<file path="config.mk">
export PLATFORM = sky130hd
export DESIGN_NAME = mem_arbiter
export DESIGN_NICKNAME = d
export VERILOG_FILES = /design/src/rtl/mem_arbiter.sv
export SDC_FILE = /design/constraint.sdc
export NUM_CORES = 1
export LEC_CHECK = 0
export CORE_MARGIN = 2
export CORE_UTILIZATION = 40
export CTS_CLUSTER_SIZE = 20
export DETAILED_ROUTE_END_ITERATION = 10
export MAX_ROUTING_LAYER = met4
export PLACE_DENSITY = 0.8
export SLEW_MARGIN = 20
export SYNTH_ARGS = -nofsm -noshare
export SYNTH_HDL_FRONTEND = slang
export SYNTH_SLANG_ARGS = --single-unit
</file>
<file path="constraint.sdc">
create_clock -name clk -period 2.4 [get_ports clk]
set_clock_uncertainty 0.05 [all_clocks]
set_input_delay 0.24 -clock clk [delete_from_list [all_inputs] [get_ports clk]]
set_output_delay 0.24 -clock clk [all_outputs]
set_load 0.05 [all_outputs]
</file>
<file path="src/rtl/mem_arbiter.sv">
`timescale 1ns/1ps
`default_nettype none
// ============================================================================
// Module      : mem_arbiter
// Description : Two-requester round-robin arbiter in front of a fixed-latency
//               main memory; one transaction in flight at a time.
// Revision    : 1.0 - initial release
// ============================================================================
module mem_arbiter #(
    parameter int MEM_LAT = 4,   // legal range 1..15
    parameter int AW      = 16,
    parameter int DW      = 32
) (
    input  logic          clk,
    input  logic          rst_n,
    input  logic          i_req0,
    input  logic          i_rw0,
    input  logic [AW-1:0] i_addr0,
    input  logic [DW-1:0] i_wdata0,
    input  logic          i_req1,
    input  logic          i_rw1,
    input  logic [AW-1:0] i_addr1,
    input  logic [DW-1:0] i_wdata1,
    output logic          o_mem_strobe,
    output logic          o_mem_rw,
    output logic [AW-1:0] o_mem_addr,
    output logic [DW-1:0] o_mem_wdata,
    input  logic [DW-1:0] i_mem_rdata,
    output logic          o_rdy0,
    output logic          o_rdy1,
    output logic [DW-1:0] o_rdata,
    output logic          o_busy
);

    localparam int                 c_CNT_W    = 4;
    localparam logic [c_CNT_W-1:0] c_CNT_LOAD = c_CNT_W'(MEM_LAT - 1);

    typedef enum logic [1:0] {
        S_IDLE  = 2'd0,
        S_GRANT = 2'd1,
        S_WAIT  = 2'd2,
        S_DONE  = 2'd3
    } state_t;

    state_t              r_state;
    logic [c_CNT_W-1:0]  r_cnt;
    logic                r_win;
    logic                r_rr_pri;
    logic                r_mem_strobe;
    logic                r_mem_rw;
    logic [AW-1:0]       r_mem_addr;
    logic [DW-1:0]       r_mem_wdata;
    logic                r_rdy0;
    logic                r_rdy1;
    logic [DW-1:0]       r_rdata;
    logic                r_busy;

    logic                w_any_req;
    logic                w_win;

    // r_rr_pri names the requester that wins a tie; a lone requester always wins.
    always_comb begin
        w_any_req = i_req0 | i_req1;
        w_win     = (i_req0 & i_req1) ? r_rr_pri : i_req1;
    end

    always_ff @(posedge clk or negedge rst_n) begin
        if (!rst_n) begin
            r_state      <= S_IDLE;
            r_cnt        <= '0;
            r_win        <= 1'b0;
            r_rr_pri     <= 1'b0;
            r_mem_strobe <= 1'b0;
            r_mem_rw     <= 1'b0;
            r_mem_addr   <= '0;
            r_mem_wdata  <= '0;
            r_rdy0       <= 1'b0;
            r_rdy1       <= 1'b0;
            r_rdata      <= '0;
            r_busy       <= 1'b0;
        end else begin
            case (r_state)
                S_IDLE: begin
                    if (w_any_req) begin
                        r_state      <= S_GRANT;
                        r_win        <= w_win;
                        r_mem_rw     <= w_win ? i_rw1    : i_rw0;
                        r_mem_addr   <= w_win ? i_addr1  : i_addr0;
                        r_mem_wdata  <= w_win ? i_wdata1 : i_wdata0;
                        r_mem_strobe <= 1'b1;
                        r_busy       <= 1'b1;
                    end
                end
                S_GRANT: begin
                    r_mem_strobe <= 1'b0;
                    r_cnt        <= c_CNT_LOAD;
                    r_state      <= S_WAIT;
                end
                S_WAIT: begin
                    if (r_cnt == '0) begin
                        // Memory presents read data during the final wait cycle.
                        if (r_mem_rw) begin
                            r_rdata <= i_mem_rdata;
                        end
                        r_rdy0  <= ~r_win;
                        r_rdy1  <= r_win;
                        r_state <= S_DONE;
                    end else begin
                        r_cnt <= r_cnt - 1'b1;
                    end
                end
                S_DONE: begin
                    r_rdy0   <= 1'b0;
                    r_rdy1   <= 1'b0;
                    r_rr_pri <= ~r_win;
                    r_busy   <= 1'b0;
                    r_state  <= S_IDLE;
                end
                default: begin
                    r_state <= S_IDLE;
                end
            endcase
        end
    end

    assign o_mem_strobe = r_mem_strobe;
    assign o_mem_rw     = r_mem_rw;
    assign o_mem_addr   = r_mem_addr;
    assign o_mem_wdata  = r_mem_wdata;
    assign o_rdy0       = r_rdy0;
    assign o_rdy1       = r_rdy1;
    assign o_rdata      = r_rdata;
    assign o_busy       = r_busy;

endmodule
`default_nettype wire

</file>
==> out/metrics.csv, run 1 <==
stage,metric,value,unit
status,run_status,"finished, final reports clean",
yosys,yosys.area.top_type,dfrtp_1,
clock_tree,cts_made_buffers,9,
route,drc,0,
route,ant_nets,0,
finish,finalInstanceArea,6810,um2
timing,slew_headroom,0.485,
yosys,synth_top_area_frac,0.532,
route,viasPerCell,5.28,
yosys,async_reset_ff_frac,1.00,
floorplanning,die_y,109,um
clock_tree,cts_root_buffer,clkbuf_8,
timing,setup_viol_count_final,0,
power,irDropWorstVdd,0.780,mV
grt,globalRouteMet2Util,0.374,
clock_tree,cts_resized,0,
timing,fmax,0.499,GHz
clock_tree,clkSinkCount,93,
min_path,hold_class,input port to flip-flop,
grt,grt_pass1_vias,4120,
clock_tree,ctsHtreeMaxLevel,3,
grt,met3_usage,0.0500,
place,placed_cell_area,6640,um2
worst_setup_path,critPathKind,flip-flop to flip-flop,
yosys,synth_area_leaders,"dfrtp_1 53%, mux2_4 10%, a31oi_1 7.0%, nand3_1 6.4%, o21ai_0 5.8%",
grt,busiest_layer,met2,
floorplanning,io_pins,219,
yosys,ys_seq_area_frac,0.532,
clock_tree,post_cts_buffers,0,
route,vias,4034,
timing,rsz0062_at_grt,false,
place,place_congestion,0.798,
route,drtIter0Drc,264,
power,p_leak,2.78,nW
yosys,ys_ff_latch,93,
finish,drive_gt1_frac,0.111,
worst_setup_path,worst_setup_path_start_kind,flip-flop,
worst_setup_path,cp_max_fo,32,
yosys,ys_types,32,
route,drtPass1Iterations,4,
finish,final_nets,759,
timing,finalCritPeriodShare,0.835,
yosys,avgSynthCellArea,10.5,um2
floorplanning,coreArea,10700,um2
yosys,synth_edf_count,0,
floorplanning,initial_core_util,0.407,
yosys,yosysWarnings,0,
clock_tree,clk_latency,0.37,ns
route,post_drt_wl_per_cell,17.2,um
yosys,synth_nets,557,
grt,grt_pass1_wl,20.3,mm
grt,met1_usage,0.279,
timing,final_hold_viol_count,0,
place,dp_hpwl,9.39,mm
flow_run,maxCapViolations,0,
place,io_buffer_count,218,
power,cellPowerDensity,1450,nW/um2
floorplanning,rows,38,
worst_setup_path,arrival,2.20,ns
yosys,synthFlopType,dfrtp_1,
clock_tree,cts_tree,built,
timing,period_needed,2.00,ns
floorplanning,die_area,11800,um2
route,routed_wl,13.1,mm
finish,area_growth,55.8,%
clock_tree,path_clk_slew,0.09,ns
grt,grt_max_degree,60,
timing,report.final.slew_viol_count,0,
grt,grt.total_usage,0.229,
worst_setup_path,endpoint_kind,flip-flop,
yosys,netlist_area,4370,um2
timing,worstMarginPinSlew,0.772,ns
grt,grt_overflow_total,0,
clock_tree,clockBufferDepth,2,
timing,finalSetupTns,0,ns
grt,antenna_found_initial,1,
yosys,syn_inst,416,
floorplanning,die_w,109,um
worst_setup_path,worstPathRequired,2.60,ns
==> repair_timing <==
item,in CTS,in global routing
endpoints found under the hold margin,34,0
hold buffers,1,0
setup endpoints to repair,0,0
==> cell families (layout without fill, tap and decap cells) <==
group / count (synthesis) / in the layout / share of synthesized area
simple gates: 125 / 125 / 0.132
buf+inv: 45 / 252 / 0.0555
other cells: 0 / 1 / 0
flops: 93 / 93 / 0.532
mux: 34 / 34 / 0.113
fa+ha+maj: 7 / 7 / 0.0200
compound gates: 112 / 112 / 0.147
==> critical path, cell delays in order, from the launching register on <==
cell,delay (ns)
dfrtp_1,0.39
inv_1,0.11
ha_1,0.20
nor3b_2,0.26
and3_2,0.24
buf_12,0.25
mux2_2,0.38
==> report_power, final <==
part / internal (mW) / switching [mW]
Sequential: 2.34 / 0.455
Clock: 0.368 / 0.558
Combinational: 2.27 / 3.86
Total: 4.97 / 4.87
==> placed cells by master, fill, tap and decap left out, drive strengths merged <==
cell             n
diode            1
dfrtp           93
and2b            1
nor2b            1
or3b             1
mux2            34
clkinv           4
nor3             1
nand4b           2
buf             13
clkinvlp         3
a21oi            6
inv              6
o21a             2
and3             1
ha               7
clkbuf           9
o32a             1
a22o             1
nand2            3
a21o             1
clkdlybuf4s50  216
o21ai           52
a31oi           49
dlygate4sd3      1
nand2b           1
nand3           56
nor3b            2
nor2            56
==> final timing paths <==
kind | from | endpoint | slack [ns] | cells past startpoint
worst max-delay path | r_cnt[0] | o_rdata[0] | 0.40 | 6
worst min-delay path | i_req1 | r_win | 0.18 | 3
worst max register to register | r_cnt[0] | o_rdata[0] | 0.40 | 6
worst min register to register | r_win | r_rr_pri | 0.44 | 1
max in group asynchronous | rst_n | o_rdata[24] | 1.30 | 3
min in group asynchronous | rst_n | o_rdata[10] | 0.31 | 2
==> state kept, by name, indices dropped and copies added (netlist names), 2 cells and up <==
| register | cells |
|---|---|
| o_mem_wdata | 32 |
| o_mem_addr | 16 |
| o_rdata | 32 |
| r_state | 2 |
| r_cnt | 4 |
==> synthesized netlist by cell type, types with 3 or more instances <==
master and count:
nand3_1 56, ha_1 7, buf_2 12, buf_12 3, a21oi_1 5, o21ai_0 51, a31oi_1 49, mux2_4 30
nand2_1 3, inv_1 5, dfrtp_1 93, nor2_1 56, clkbuf_1 21, mux2_2 4
==> per-layer routing <==
metal	up-vias	wire (um)	part of all wire
met5	-	0	0
met4	0	269	0.020
met3	23	899	0.068
met2	177	6330	0.48
met1	1950	5640	0.43
li1	1884	-	-
==> cell type report <==
class	instances	area, um2
clock buffer	9	124
tap	140	175
antenna	1	2.50
inverter	6	22.5
sequential	93	2330
clock inverter	7	42.5
fill	882	3930
timing repair buffer	230	2300
multi-input combinational	278	1820
==> stage by stage <==
step                 util  hold WS, ns  power [mW]  setup WS, ns  instances
floorplan               -       -0.106        6.84         0.630        416
global placement    0.617        0.179        8.81         0.495        746
detailed placement  0.617        0.182        8.96         0.411        746
CTS                 0.634        0.182        9.91         0.386        763
global route        0.634        0.198        10.4         0.280        764
finish              0.634        0.179        9.85         0.397        764
Power figures use the tool's default switching activity.
==> run 2: changes to the inputs <==
--- a/config.mk
+++ b/config.mk
@@ -6,11 +6,11 @@
 export NUM_CORES = 1
 export LEC_CHECK = 0
 export CORE_MARGIN = 2
-export CORE_UTILIZATION = 40
+export CORE_UTILIZATION = 37
 export CTS_CLUSTER_SIZE = 20
 export DETAILED_ROUTE_END_ITERATION = 10
 export MAX_ROUTING_LAYER = met4
-export PLACE_DENSITY = 0.8
+export PLACE_DENSITY = 0.78
 export SLEW_MARGIN = 20
 export SYNTH_ARGS = -nofsm -noshare
 export SYNTH_HDL_FRONTEND = slang
==> constraint.sdc (replaced) <==
create_clock -name clk -period 1.78 [get_ports clk]
set_clock_uncertainty 0.05 [all_clocks]
set_input_delay 0.178 -clock clk [delete_from_list [all_inputs] [get_ports clk]]
set_output_delay 0.178 -clock clk [all_outputs]
set_load 0.05 [all_outputs]
==> run 2 against run 1 <==
Against the previous run: worst hold slack gained 0.025 ns; final cell count rose by 2.1%; flip-flop and latch count stayed put; utilization fell by 0.36 points; highest routed layer unchanged; clock power rose by 130%; largest power group unchanged; non-clock buffer count grew 14; count of clock-buffer cells in the layout unchanged.
==> out/metrics.csv, run 2 (synthesis results as in run 1) <==
stage,metric,value,unit,change
clock_tree,cts_root_buffer,clkbuf_16,,was clkbuf_8
grt,grt_overflow_total,0,,unchanged
clock_tree,clk_latency,0.33,ns,was 0.37 ns
grt,grt.total_usage,0.216,,was 0.229
route,drtPass1Iterations,5,,was 4
min_path,hold_class,input port to flip-flop,,unchanged
route,post_drt_wl_per_cell,17.5,um,was 17.2 um
clock_tree,clkSinkCount,93,,unchanged
power,p_leak,3.15,nW,was 2.78 nW
clock_tree,cts_made_buffers,9,,unchanged
floorplanning,die_y,113,um,was 109 um
place,io_buffer_count,218,,unchanged
timing,setup_viol_count_final,0,,unchanged
grt,antenna_found_initial,0,,was 1
route,viasPerCell,5.32,,was 5.28
route,vias,4150,,was 4034
finish,seqCellArea,2330,um2,unchanged
power,cellPowerDensity,1990,nW/um2,was 1450 nW/um2
finish,antenna_cells,0,,was 1
finish,multi_input_area,1850,um2,was 1820 um2
timing,worstMarginPinSlew,0.759,ns,was 0.772 ns
route,drtIter0Drc,225,,was 264
worst_setup_path,critPathKind,flip-flop to flip-flop,,unchanged
finish,area_growth,65.3,%,was 55.8%
finish,final_cell_mix,"188 x clkdlybuf4s50_1, 93 x dfrtp_1, 56 x nand3_1, 56 x nor2_1, 51 x o21ai_0",,"was 216 x clkdlybuf4s50_1, 93 x dfrtp_1, 56 x nand3_1, 56 x nor2_1, 51 x o21ai_0"
route,routed.top_layer,met4,,unchanged
place,dp_slack,-0.00699,ns,was 0.411 ns
route,wl_met1,5.51,mm,was 5.64 mm
worst_setup_path,r2r-start,r_cnt[0],,unchanged
route,wl_met2,6.75,mm,was 6.33 mm
worst_setup_path,crit_start,r_cnt[0],,unchanged
grt,grt_pass1_wl,21.2,mm,was 20.3 mm
min_path,hp-start,i_req1,,unchanged
finish,fillers,891,,was 882
floorplanning,rows,39,,was 38
timing,setup_slack,0.00145,ns,was 0.397 ns
worst_setup_path,arrival,1.95,ns,was 2.20 ns
clock_tree,clockBufferDepth,2,,unchanged
floorplanning,initial_core_util,0.381,,was 0.407
floorplanning,die_w,113,um,was 109 um
grt,grt_max_degree,55,,was 60
status,run_status,"finished, final reports clean",,unchanged
worst_setup_path,cp_max_fo,6,,was 32
timing,rsz0062_at_grt,true,,was false
grt,grt_pass1_vias,4253,,was 4120
floorplanning,die_area,12700,um2,was 11800 um2
timing,fmax,0.562,GHz,was 0.499 GHz
place,dp_hpwl,9.66,mm,was 9.39 mm
timing,finalCritPeriodShare,0.999,,was 0.835
timing,slew_headroom,0.494,,was 0.485
floorplanning,coreArea,11500,um2,was 10700 um2
clock_tree,path_clk_slew,0.07,ns,was 0.09 ns
timing,finalSetupTns,0,ns,unchanged
timing,final_hold_viol_count,0,,unchanged
clock_tree,ctsHtreeMaxLevel,3,,unchanged
flow_run,maxCapViolations,0,,unchanged
timing,period_needed,1.78,ns,was 2.00 ns
finish,final_nets,773,,was 759
worst_setup_path,endpoint_kind,flip-flop,,unchanged
route,ant_nets,0,,unchanged
place,place_congestion,0.770,,was 0.798
clock_tree,cts_tree,built,,unchanged
route,wl_met3,998,um,was 899 um
route,drc,0,,unchanged
timing,report.final.slew_viol_count,0,,unchanged
finish,drive_gt1_frac,0.149,,was 0.111
finish,layout_commonest_cell,clkdlybuf4s50_1,,unchanged
floorplanning,io_pins,219,,unchanged
route,routed_wl,13.6,mm,was 13.1 mm
worst_setup_path,worst_setup_path_start_kind,flip-flop,,unchanged
power,irDropWorstVdd,1.37,mV,was 0.780 mV
worst_setup_path,worstPathRequired,1.95,ns,was 2.60 ns
## run 2: cell count changes in the layout (fill, tap and decap cells not counted), sizes merged, moves of 2 or more
cell | previous run | this run
buf | 13 | 34
bufinv | 0 | 2
dlygate4sd2 | 0 | 2
clkinv | 4 | 0
dlymetal6s2s | 0 | 17
clkbuf | 9 | 11
clkdlybuf4s50 | 216 | 188
## run 2: power by group
| part | internal [mW] | switching, mW | leakage, nW |
|---|---|---|---|
| clock network | 1.24 | 0.856 | 0.144 |
| logic | 3.23 | 5.28 | 1.91 |
| registers | 3.15 | 0.636 | 1.10 |
## run 2: worst paths after layout
kind                                   end  depth (start not counted)  slack (ns)
setup / recovery               o_rdata[20]                          6       0.001
hold / removal             o_mem_wdata[17]                          3        0.20
setup reg to reg               o_rdata[20]                          6       0.001
hold reg to reg                   r_rr_pri                          1        0.45
max in group asynchronous       o_rdata[2]                          3        0.82
min in group asynchronous      o_rdata[30]                          2        0.25
## run 2: final cells by class
class / count / area share
repair buffers: 244 / 0.350
flip-flops and latches: 93 / 0.322
multi-input cells: 278 / 0.255
clock buffers: 9 / 0.0311
well taps: 143 / 0.0247
clock inverters: 7 / 0.0137
inverters: 6 / 0.00311
## run 2: critical path, stage by stage, from the launching register on
cell	delay [ns]
dfrtp_1	0.39
inv_2	0.09
ha_4	0.14
nor3b_4	0.18
and3_4	0.33
clkbuf_16	0.19
mux2_4	0.30
## run 2: repair_timing
item	in CTS	in global routing
endpoints found under the hold margin	26	0
hold buffers	1	0
setup endpoints to repair	25	50
buffers inserted	1	4
gates resized for setup	4	24
gates cloned	1	2
pin swaps	1	1
## run 2: metal layers
layer | GRT usage | up-vias
met5 | - | -
met4 | 0.0886 | 0
met3 | 0.0439 | 28
met2 | 0.355 | 203
met1 | 0.260 | 2002
li1 | - | 1917
## run 2: metrics by stage
step | total power [mW] | hold slack (ns) | cells | util | area [um2]
floorplan | 9.22 | -0.168 | 416 | - | 4370
global placement | 12.0 | 0.0670 | 755 | 0.585 | 6710
detailed placement | 12.2 | 0.0677 | 755 | 0.585 | 6710
CTS | 14.3 | 0.204 | 774 | 0.618 | 7080
global route | 15.1 | 0.232 | 780 | 0.631 | 7230
finish | 14.4 | 0.204 | 780 | 0.631 | 7230
